==> config.mk <==
export PLATFORM = sky130hd
export DESIGN_NAME = ps2_keycode_rx
export DESIGN_NICKNAME = d
export VERILOG_FILES = /design/src/rtl/ps2_keycode_rx.sv
export SDC_FILE = /design/constraint.sdc
export NUM_CORES = 1
export LEC_CHECK = 0
export ABC_AREA = 1
export CAP_MARGIN = 20
export CORE_ASPECT_RATIO = 0.8
export CORE_UTILIZATION = 42
export CTS_CLUSTER_SIZE = 30
export DETAILED_ROUTE_END_ITERATION = 8
export PLACE_DENSITY_LB_ADDON = 0.15
export SLEW_MARGIN = 20
export SYNTH_ARGS = -nofsm -noshare
export SYNTH_HDL_FRONTEND = slang
export SYNTH_SLANG_ARGS = --single-unit
==> constraint.sdc <==
create_clock -name Clk -period 2.4 [get_ports Clk]
set_clock_uncertainty 0.2 [all_clocks]
set_input_delay 0.72 -clock Clk [delete_from_list [all_inputs] [get_ports Clk]]
set_output_delay 0.72 -clock Clk [all_outputs]
set_load 0.02 [all_outputs]
==> src/rtl/ps2_keycode_rx.sv <==
// PS/2 Set-2 keyboard receiver: frames bytes off the raw pins and
// tracks the held WASD/arrow key as an 8-bit HID-style keycode.
`timescale 1ns/1ps
module ps2_keycode_rx #(
  parameter int TIMEOUT_CYCLES = 5000,
  parameter int SYNC_STAGES    = 2
) (
  input  logic       Clk,
  input  logic       Reset_n,
  input  logic       PS2_CLK,
  input  logic       PS2_DATA,
  output logic [7:0] keycode,
  output logic       key_event,
  output logic [7:0] rx_byte,
  output logic       rx_strobe,
  output logic       frame_err
);

  localparam int TW = $clog2(TIMEOUT_CYCLES + 1);
  localparam logic [TW-1:0] TO_LAST = TW'(TIMEOUT_CYCLES - 1);

  typedef enum logic [1:0] {
    IDLE,
    SHIFT,
    CHECK
  } state_t;

  logic [SYNC_STAGES-1:0] csync_q, csync_d;
  logic [SYNC_STAGES-1:0] dsync_q, dsync_d;
  logic                   clk_prev_q, clk_prev_d;
  state_t                 state_q, state_d;
  logic [3:0]             bitcnt_q, bitcnt_d;
  logic [TW-1:0]          tcnt_q, tcnt_d;
  logic [9:0]             frame_q, frame_d;
  logic                   brk_q, brk_d;
  logic                   ext_q, ext_d;
  logic [7:0]             key_q, key_d;
  logic [7:0]             rx_q, rx_d;
  logic                   kev_q, kev_d;
  logic                   stb_q, stb_d;
  logic                   ferr_q, ferr_d;

  logic       ps2c;
  logic       ps2d;
  logic       fall;
  logic [7:0] code;

  function automatic logic [7:0] map_code(
    input logic       e,
    input logic [7:0] b
  );
    case ({e, b})
      9'h01D:  map_code = 8'h1A;
      9'h01C:  map_code = 8'h04;
      9'h01B:  map_code = 8'h16;
      9'h023:  map_code = 8'h07;
      9'h175:  map_code = 8'h1A;
      9'h16B:  map_code = 8'h04;
      9'h172:  map_code = 8'h16;
      9'h174:  map_code = 8'h07;
      default: map_code = 8'h00;
    endcase
  endfunction

  assign ps2c = csync_q[SYNC_STAGES-1];
  assign ps2d = dsync_q[SYNC_STAGES-1];
  assign fall = clk_prev_q & ~ps2c;
  assign code = map_code(ext_q, frame_q[7:0]);

  assign keycode   = key_q;
  assign key_event = kev_q;
  assign rx_byte   = rx_q;
  assign rx_strobe = stb_q;
  assign frame_err = ferr_q;

  always_comb begin
    csync_d    = {csync_q[SYNC_STAGES-2:0], PS2_CLK};
    dsync_d    = {dsync_q[SYNC_STAGES-2:0], PS2_DATA};
    clk_prev_d = ps2c;
    state_d    = state_q;
    bitcnt_d   = bitcnt_q;
    tcnt_d     = tcnt_q;
    frame_d    = frame_q;
    brk_d      = brk_q;
    ext_d      = ext_q;
    key_d      = key_q;
    rx_d       = rx_q;
    kev_d      = 1'b0;
    stb_d      = 1'b0;
    ferr_d     = 1'b0;

    unique case (state_q)
      IDLE: begin
        tcnt_d   = '0;
        bitcnt_d = '0;
        if (fall) begin
          if (!ps2d) begin
            state_d  = SHIFT;
            bitcnt_d = 4'd1;
          end else begin
            ferr_d = 1'b1;
          end
        end
      end
      SHIFT: begin
        if (fall) begin
          // LSB first: after ten shifts [7:0]=data, [8]=parity, [9]=stop
          frame_d  = {ps2d, frame_q[9:1]};
          bitcnt_d = bitcnt_q + 4'd1;
          tcnt_d   = '0;
          if (bitcnt_q == 4'd10) begin
            state_d = CHECK;
          end
        end else if (tcnt_q == TO_LAST) begin
          ferr_d   = 1'b1;
          state_d  = IDLE;
          bitcnt_d = '0;
          tcnt_d   = '0;
        end else begin
          tcnt_d = tcnt_q + 1'b1;
        end
      end
      CHECK: begin
        state_d  = IDLE;
        bitcnt_d = '0;
        if (frame_q[9] && (^frame_q[8:0])) begin
          rx_d  = frame_q[7:0];
          stb_d = 1'b1;
          unique case (1'b1)
            (frame_q[7:0] == 8'hE0): ext_d = 1'b1;
            (frame_q[7:0] == 8'hF0): brk_d = 1'b1;
            default: begin
              brk_d = 1'b0;
              ext_d = 1'b0;
              if (code != 8'h00) begin
                if (!brk_q && (key_q != code)) begin
                  key_d = code;
                  kev_d = 1'b1;
                end else if (brk_q && (key_q == code)) begin
                  key_d = 8'h00;
                  kev_d = 1'b1;
                end
              end
            end
          endcase
        end else begin
          ferr_d = 1'b1;
        end
      end
      default: state_d = IDLE;
    endcase
  end

  always_ff @(posedge Clk or negedge Reset_n) begin
    if (!Reset_n) begin
      csync_q    <= '1;
      dsync_q    <= '1;
      clk_prev_q <= 1'b1;
      state_q    <= IDLE;
      bitcnt_q   <= '0;
      tcnt_q     <= '0;
      frame_q    <= '0;
      brk_q      <= 1'b0;
      ext_q      <= 1'b0;
      key_q      <= 8'h00;
      rx_q       <= 8'h00;
      kev_q      <= 1'b0;
      stb_q      <= 1'b0;
      ferr_q     <= 1'b0;
    end else begin
      csync_q    <= csync_d;
      dsync_q    <= dsync_d;
      clk_prev_q <= clk_prev_d;
      state_q    <= state_d;
      bitcnt_q   <= bitcnt_d;
      tcnt_q     <= tcnt_d;
      frame_q    <= frame_d;
      brk_q      <= brk_d;
      ext_q      <= ext_d;
      key_q      <= key_d;
      rx_q       <= rx_d;
      kev_q      <= kev_d;
      stb_q      <= stb_d;
      ferr_q     <= ferr_d;
    end
  end

endmodule
After elaboration in Yosys (flattened, before gate mapping):

Index checks and enable logic that the tools add are counted.

* logic and storage cells: 96
* flip-flop bits (word level): 55
* input port bits: 4

* bitwise gates (word level): 5
* $add $sub $neg: 2
* mux-type cells: 33
* reductions and logical operators: 22
* eq/ne operators: 20

Operators with widths (number)
* $eq A9 B9 Y1 const B: 4
* $eq A9 B5 Y1 const B: 3
* $mux W13: 2
* $pmux W13 S2: 1
* $pmux W5 S4: 1
* $eq A8 B8 Y1 const B: 2
* $mux W8: 2
* $mux W1: 15
* $add A13 B1 Y13 const B: 1
* $eq A13 B13 Y1 const B: 1
* $pmux W4 S3: 1
* $mux W2: 5
* $reduce_or A2 Y1: 5
* $eq A9 B6 Y1 const B: 1
* $reduce_xor A9 Y1: 1
* $eq A8 B8 Y1: 1
* $mux W4: 2
* $ne A8 B8 Y1: 1
* $reduce_bool A8 Y1: 1
* $ne A3 B3 Y1 const B: 2
* $reduce_and A2 Y1: 3
* $reduce_and A3 Y1: 2
* $reduce_and A5 Y1: 1
* $add A4 B1 Y4 const B: 1
* 15 further kinds: 23

Logic depth before layout (Yosys ltp):

Gate-level depths: netlist (run 1).

* depth in word-level cells: 11
* gate-level depth with buffers: 18
* depth with buffers taken out: 18

Worst setup path before layout (run 1):

Ideal clock, no wire load.

* path kind: flip-flop to flip-flop
* start: register frame_q[6]
* end: register key_q[2], in the netlist keycode[2]
* slack: -62 ps
* library setup time: 117 ps
* stages on the path, launching flop included: 16
* arrival time: 2145 ps
* cell sequence: dfrtp_1 inv_1 ha_1 nand3_1 nand2_1 nand3_2 or2_2 nand3_1 nor2_1 nand2_1 ha_1 nand3b_1 nor2_4 nand2_4 nand2_1 nand2_1

* word-level cells in the longest chain between the ends: 7

RTL lines
* start: declaration: line 34 `logic [9:0] frame_q, frame_d;`
* start signal: assignment: line 177 `frame_q <= frame_d;`
* $eq A9 B9 Y1 (tied with other cells): line 52 `case ({e, b})`
* $reduce_or A2 Y1 (no line)
* $pmux W5 S4: line 52
* $ne A8 B8 Y1 / $eq A8 B8 Y1 (equally long branches): line 136, 139
* $logic_and A1 B1 Y1 (on tied branches): line 136, 139
* $reduce_bool A2 Y1 (no line)
* $reduce_and A5 Y1 (no line)
* end signal: assignment: line 180 `key_q <= key_d;`
* end: declaration: line 37 `logic [7:0] key_q, key_d;`

Parallel ways exist; a longest one is shown, timed or not.
A chain may end at the register's enable or synchronous reset.

Worst setup path after layout (run 1):

* start: register frame_q[1]
* end: register key_q[2], in the netlist keycode[2]

Same word-level chain as after synthesis.

==> results.md, run 1 <==
* Port Buffers at 19
* FF+latch count, synth at 52
* Violated checks: negative setup slack
* DRT iter0 DRCs at 87
* Synth Cell Area at slightly above 3000 sq um
* Peak supply drop at 627 uV
* Startpoint types: flip-flop
* I/O Pins at 23
* Clk sinks at 52
* Std-Cell Rows at 27
* R2r setup slk at -0.18 ns
* Reg area at approximately 1300 sq um
* Fill cells at about 620
* Die Y at just under 80 um
* CP dominant cell by count: nand2_1
* PD cells at around 790 nW/um^2
* Share of post-route cells with drive strength above 1 at a little under a third
* M3 GR Usage at roughly 3.2%
* Max stage delay cell, worst path: dfrtp_1
* Nets at 491
* Global route hottest layer: met2
* Tmin final at between 2 and 3 ns
* R2R depth at 15
* CTS H-tree lvls at 2
* Hold_ws at 0.141 ns
* Kind of critical path: flip-flop to flip-flop
* Routed len/inst at 12.1 um
* Routability Congestion at 0.836
* Final WL at 6690 um
* Fmax at between 0.3 and 0.4 GHz
* Remaining Overflow, GRT at 0
* P&R area growth vs syn at 32.0%
* CP endpoint kind: flip-flop
* Final Slew Violations at 0
* Pleak at 1.92 nW
* Core ar. at around 7000 sq um
* CTS clk-pin slew, worst paths at ~0.10 ns
* Hold buffers post-CTS at 0
* Crit path arrival time at ~2.6 ns
* Final hold vios at 0
* Skew-Pair Late Insertion Delay at 0.30 ns
* Die area at about 8000 sq um
* Via-to-Cell Ratio at 4.73
* Crit-path cells: ha_2 > nand2_4 > nor2_1 > nor2_2 > buf_4 > nand3_1 > nand2_1 > nor2_1 > nand2_1 > ha_1 > nand3b_1 > nor2_4 > nand2_4 > nand2_1 > nand2_1
* DP Cell Count at around 520
* Initial antenna violation count at 0
* # diodes at 0
* GR Util met1 at 27.0%
* CTS tree: done
* First-pass GRT wire length at 11600 um
* Synth warn at 0
* Crit path launch: frame_q[1]
* Clock Path Buffers at 2
* Final ANT Viol Nets at 0
* FF-to-FF End: keycode[2]
* CP endpoint: keycode[2]
* MaxCap Viol Count at 0
* Largest net degree at the start of global routing at 21
* Clk root buf: clkbuf_8
* Multi-input gate area at approximately 1800 sq um
* First-pass DRT Iterations at 6
* GR Layer Usage met2 at between 20 and 30%
* Starting Density at between 40% and 50%
* Overall routing resource usage at about a fifth
* Slowest stage delay, CP at ~0.45 ns
* Run status: complete, but fails checks
* Unrepaired setup endpoints after global routing: true
* CP max FO at 6
* Detail Placement HPWL at ~4800 um
* Tcrit/Tclk final at 107%
* Worst r2r src: frame_q[1]
* Data required, critical path at 2.40 ns
* DIE WIDTH at roughly 98 um
* Post-Layout Cell Count at about 550
* Synthesized netlist cell count at ~390
* Register area share after synthesis at a little over two fifths
* Via count at around 2600
* CTS buffer count at 5
* Setup violations, final at 6
* Path type of the worst min-delay path: primary input to async pin
* Final worst slack at -0.180 ns
* DRC Markers at 0
* Syn Area/Cell at approximately 7.9 sq um
* Synth unique cells at 35
* Vias in the first global route at roughly 2500
## sequential cells by signal, indices dropped and copies added, names as in the netlist, 2 cells and up
name / cells
csync_q: 2
tcnt_q: 13
keycode: 5
frame_q: 10
dsync_q: 2
state_q: 2
bitcnt_q: 4
rx_byte: 8
## layout make-up
cell class	count	share of cell area, %
multi-input cells	285	44.3
inverters	51	4.65
clock inverters	3	0.517
flip-flops and latches	52	31.9
well taps	87	2.64
repair buffers	70	14.4
clock buffers	5	1.67
## timing repair
action / CTS / global route
endpoints found under the setup margin: 6 / 6
buffers inserted: 23 / 6
pin swaps: 14 / 6
endpoints found under the hold margin: 0 / 0
gates resized for setup: 37 / 23
## layer usage
layer	routed length, um	part of all wire, %
met5	0	0
met3	145	2.2
met2	3000	45
met4	24	0.36
met1	3510	53
## Yosys cell counts, drive strengths merged
cell type  number  share of area [%]
buf             7                1.8
xor2            4                1.1
ha             22                8.8
inv            51                6.1
o21ai          29                4.7
xnor2           2               0.56
a31oi           1               0.20
dfrtp          47                 38
nand4           5                1.5
nand3          36                6.7
and3            1               0.20
nand2         114                 14
nand3b          3               0.72
nor3           11                2.4
clkbuf          1               0.12
nor3b           1               0.24
conb            1               0.12
o21a            1               0.24
or2             2               0.40
a21oi           5               0.80
o22ai           1               0.20
dfstp           5                4.2
nor2           44                6.7
## critical path, delay by kind of cell, from the launching register on
family / cells / cell delay [ns]
simple gates: 12 / 1.15
buf+inv: 1 / 0.13
flops: 1 / 0.45
fa+ha+maj: 2 / 0.55
## through the flow
step	power (mW)	setup slack (ns)	TNS, ns	area [sq um]	util, %
final	3.26	-0.180	-0.968	4120	58.6
after detailed placement	2.43	-0.241	-1.30	3570	50.7
after CTS	3.18	-0.157	-0.826	3980	56.6
after global routing	3.51	-0.384	-2.14	4120	58.6
after floorplan	2.05	0.00424	0	3160	-
after global placement	2.39	-0.225	-1.21	3570	50.7
## report_power, final
part,internal (mW),switching (mW),total [mW],leakage (nW)
registers,1.01,0.151,1.17,0.694
logic,0.685,0.893,1.58,1.18
clock network,0.208,0.307,0.514,0.0445
total,1.91,1.35,3.26,1.92
## placed cells by master (no fill, tap or decap), drive strengths merged, types with 2 or more instances in the layout
cell type,instances
a21oi,5
buf,52
clkbuf,5
clkdlybuf4s50,18
conb,3
dfrtp,47
dfstp,5
ha,22
inv,52
nand2,114
nand3,36
nand3b,3
nand4,5
nor2,44
nor3,11
o21ai,29
or2,2
xnor2,2
xor2,4
## worst min-delay path by stage
stage	start	end	slack, ns	cells after the start
6_report	Reset_n	tcnt_q[4]	0.14	1
5_1_grt	Reset_n	tcnt_q[12]	0.16	1
4_1_cts	Reset_n	tcnt_q[12]	0.14	1
3_5_place_dp	csync_q[0]	csync_q[1]	0.15	0
3_3_place_gp	dsync_q[0]	dsync_q[1]	0.15	0
2_1_floorplan	csync_q[0]	csync_q[1]	0.15	0
## kinds of logic after synthesis
logic type	share of synthesized area (%)
XOR/XNOR	1.69
buffers and inverters	8.11
other	0.120
AND/OR/NAND/NOR	33.2
adder cells (fa/ha/maj)	8.83
AO/OA/AOI/OAI	6.10
flip-flops	41.9
No activity file was read; power rests on OpenSTA's default activity.
==> run 2: changes to the inputs <==
==> constraint.sdc (replaced) <==
create_clock -name Clk -period 2.4 [get_ports Clk]
set_clock_uncertainty 0.2 [all_clocks]
set_input_delay 0.48 -clock Clk [delete_from_list [all_inputs] [get_ports Clk]]
set_output_delay 0.48 -clock Clk [all_outputs]
set_load 0.02 [all_outputs]
==> run 2 against run 1 <==
The run still ends with negative setup slack left. Global-route usage is 0.22 points lower. Non-clock buffer count is 8 lower. Core utilization is 0.39 points lower. Via count is 0.11% higher. Largest cell class unchanged. Critical path depth is 1 higher. Setup slack worse by 0.0055 ns. Clock power is 22% higher. Worst hold slack better by 0.019 ns. Count of clock-buffer cells in the layout is 1 higher. Highest routed layer unchanged. Fmax is 0.21% lower. Combinational power is 6% lower.
==> results.md, run 2 (synthesis gave the netlist of run 1 again) <==
* Run status: complete, but fails checks
* Violated checks: negative setup slack
* Fill cells at 650
* Tmin final at 2.59 ns
* Clock Path Buffers at 2
* CP Buf/Inv Count at 3
* P_int at slightly below 2 mW
* Reg power frac at a little over a third
* Remaining Overflow, GRT at 0
* Most frequent cells in the layout: nand2_1 (97), dfrtp_1 (41), buf_4 (40), inv_1 (37), o21ai_0 (27)
* Max reg flops at 13
* Peak supply drop at approximately 550 uV
* Std-Cell Rows at 27
* DRT iter0 DRCs at between 100 and 150
* CTS clk-pin slew, worst paths at 0.11 ns
* Pleak at approximately 1.9 nW
* Via count at between 2000 and 3000
* Routed len/inst at roughly 12 um
* Most common cell after layout, fill and taps aside: nand2_1
* CP dominant cell by count: nand2_1
* Detail Placement HPWL at between 4000 and 5000 um
* Starting Density at 44.4%
* CP endpoint kind: flip-flop
* CTS buffer count at 5
* I/O Pins at 23
* DRC Markers at 0
* Max stage delay cell, worst path: dfrtp_2
* Path type of the worst min-delay path: flip-flop to flip-flop
* Startpoint types: flip-flop
* First-pass GRT wire length at ~11000 um
* Crit-path cells: inv_2 > ha_4 > nand3_2 > nor2_2 > nor2_2 > buf_4 > nand3_1 > nand2_1 > nor2_1 > nand2_1 > ha_1 > nand3b_1 > nor2_4 > buf_4 > nand3_1 > nand2_1
* Slowest stage delay, CP at 0.48 ns
* Fmax at around 0.39 GHz
* Core ar. at roughly 7000 sq um
* Dpl cell area at around 3600 sq um
* Worst path top cell family by delay: simple AND/OR/NAND/NOR gates
* Clk root buf: clkbuf_8
* Crit path arrival time at ~2.6 ns
* Biggest register: tcnt_q
* CTS H-tree lvls at 2
* Die Y at 79.1 um
* Via-to-Cell Ratio at just under 5
* PD cells at 805 nW/um^2
* Unrepaired setup endpoints after global routing: true
* Clk sinks at 52
* Overall routing resource usage at ~18%
* Worst slack after detailed placement at -0.293 ns
* Tcrit/Tclk final at 108%
* Final Slew Violations at 0
* Die area at ~7800 sq um
* Share of post-route cells with drive strength above 1 at 30.8%
* Largest net degree at the start of global routing at 36
* Port Buffers at 19
* Final WL at between 6000 and 7000 um
* Skew-Pair Late Insertion Delay at 0.32 ns
* Logic pwr share at 45.3%
* Setup violations, final at 6
* # diodes at 0
* P&R area growth vs syn at 31.1%
* Final Cell Area at 4090 sq um
* Routability Congestion at ~0.84
* MaxCap Viol Count at 0
* DIE WIDTH at roughly 98 um
* Vias in the first global route at approximately 2500
* Initial antenna violation count at 0
* Nets at just under 500
* CP max FO at 4
* Final hold vios at 0
* CTS tree: done
* Net Sw Power at 1.33 mW
* Data required, critical path at ~2.5 ns
* First-pass DRT Iterations at 6
* Kind of critical path: flip-flop to flip-flop
* Switching Share at between 40 and 50%
* Final worst slack at -0.185 ns
* Clk pwr share at a little under a fifth
* Final ANT Viol Nets at 0
## run 2: cell count changes in the layout (fill, tap and decap cells not counted), moves of 2 or more
cell / delta
dfrtp_2: +3
buf_6: -2
nand2_1: -2
dfrtp_1: -3
nand2_2: +3
buf_4: -7
nand3_2: +2
inv_4: +2
## run 2: final timing paths
kind	startpoint	to	slack, ns	cells after the start
max	frame_q[5]	keycode[4]	-0.19	16
min	csync_q[0]	csync_q[1]	0.16	0
max reg2reg	frame_q[5]	keycode[4]	-0.19	16
min reg2reg	csync_q[0]	csync_q[1]	0.16	0
max in group asynchronous	Reset_n	csync_q[0]	0.94	3
min in group asynchronous	Reset_n	frame_q[0]	0.44	2
## run 2: power groups by stage
stage	clock, mW	sequential, mW	combinational (mW)
final	0.625	1.18	1.49
after global routing	0.673	1.20	1.65
after CTS	0.639	1.15	1.37
after detailed placement	0	1.16	1.26
after global placement	0	1.16	1.23
after floorplan	0	1.17	0.876
## run 2: metal layers
metal	wire length (um)	global-route usage, %	vias up
li1	-	-	1367
met5	0	0	-
met4	105	6.12	0
met3	185	2.90	11
met2	2890	27.7	43
met1	3530	27.2	1198
## run 2: layout make-up
type                            count  area, sq um  share of cell area [%]
Clock buffer                        6         72.6                    1.77
Timing Repair Buffer               62          527                    12.9
Inverter                           51          196                    4.80
Tap cell                           87          109                    2.66
Sequential cell                    52         1320                    32.2
Clock inverter                      2         38.8                   0.949
Multi-Input combinational cell    285         1830                    44.8
## run 2: per-stage QoR
step                      hold WS (ns)  power [mW]  TNS, ns  std cells  util (%)
final                            0.160        3.29   -0.960        545      58.2
after global routing             0.163        3.52    -2.27        545      58.2
after CTS                        0.161        3.16   -0.979        537      55.4
after detailed placement         0.147        2.42    -1.60        515      50.6
after global placement           0.146        2.39    -1.20        515      50.6
after floorplan                -0.0156        2.05        0        396         -
## run 2: what timing repair did
item                       4_1_cts  5_1_grt
buffers inserted                13        8
hold buffers                     1        0
setup endpoints to repair        6        6
resized for setup               34       33
hold endpoints to repair        17        0
pin swaps                       18        7
## run 2: worst reg2reg max path, cell delays in order, from the launching register on
cell and delay [ns]:
dfrtp_2 0.48, inv_2 0.10, ha_4 0.15, nand3_2 0.10
nor2_2 0.11, nor2_2 0.06, buf_4 0.13, nand3_1 0.08
nand2_1 0.05, nor2_1 0.10, nand2_1 0.06, ha_1 0.26
nand3b_1 0.20, nor2_4 0.16, buf_4 0.13, nand3_1 0.06
nand2_1 0.08
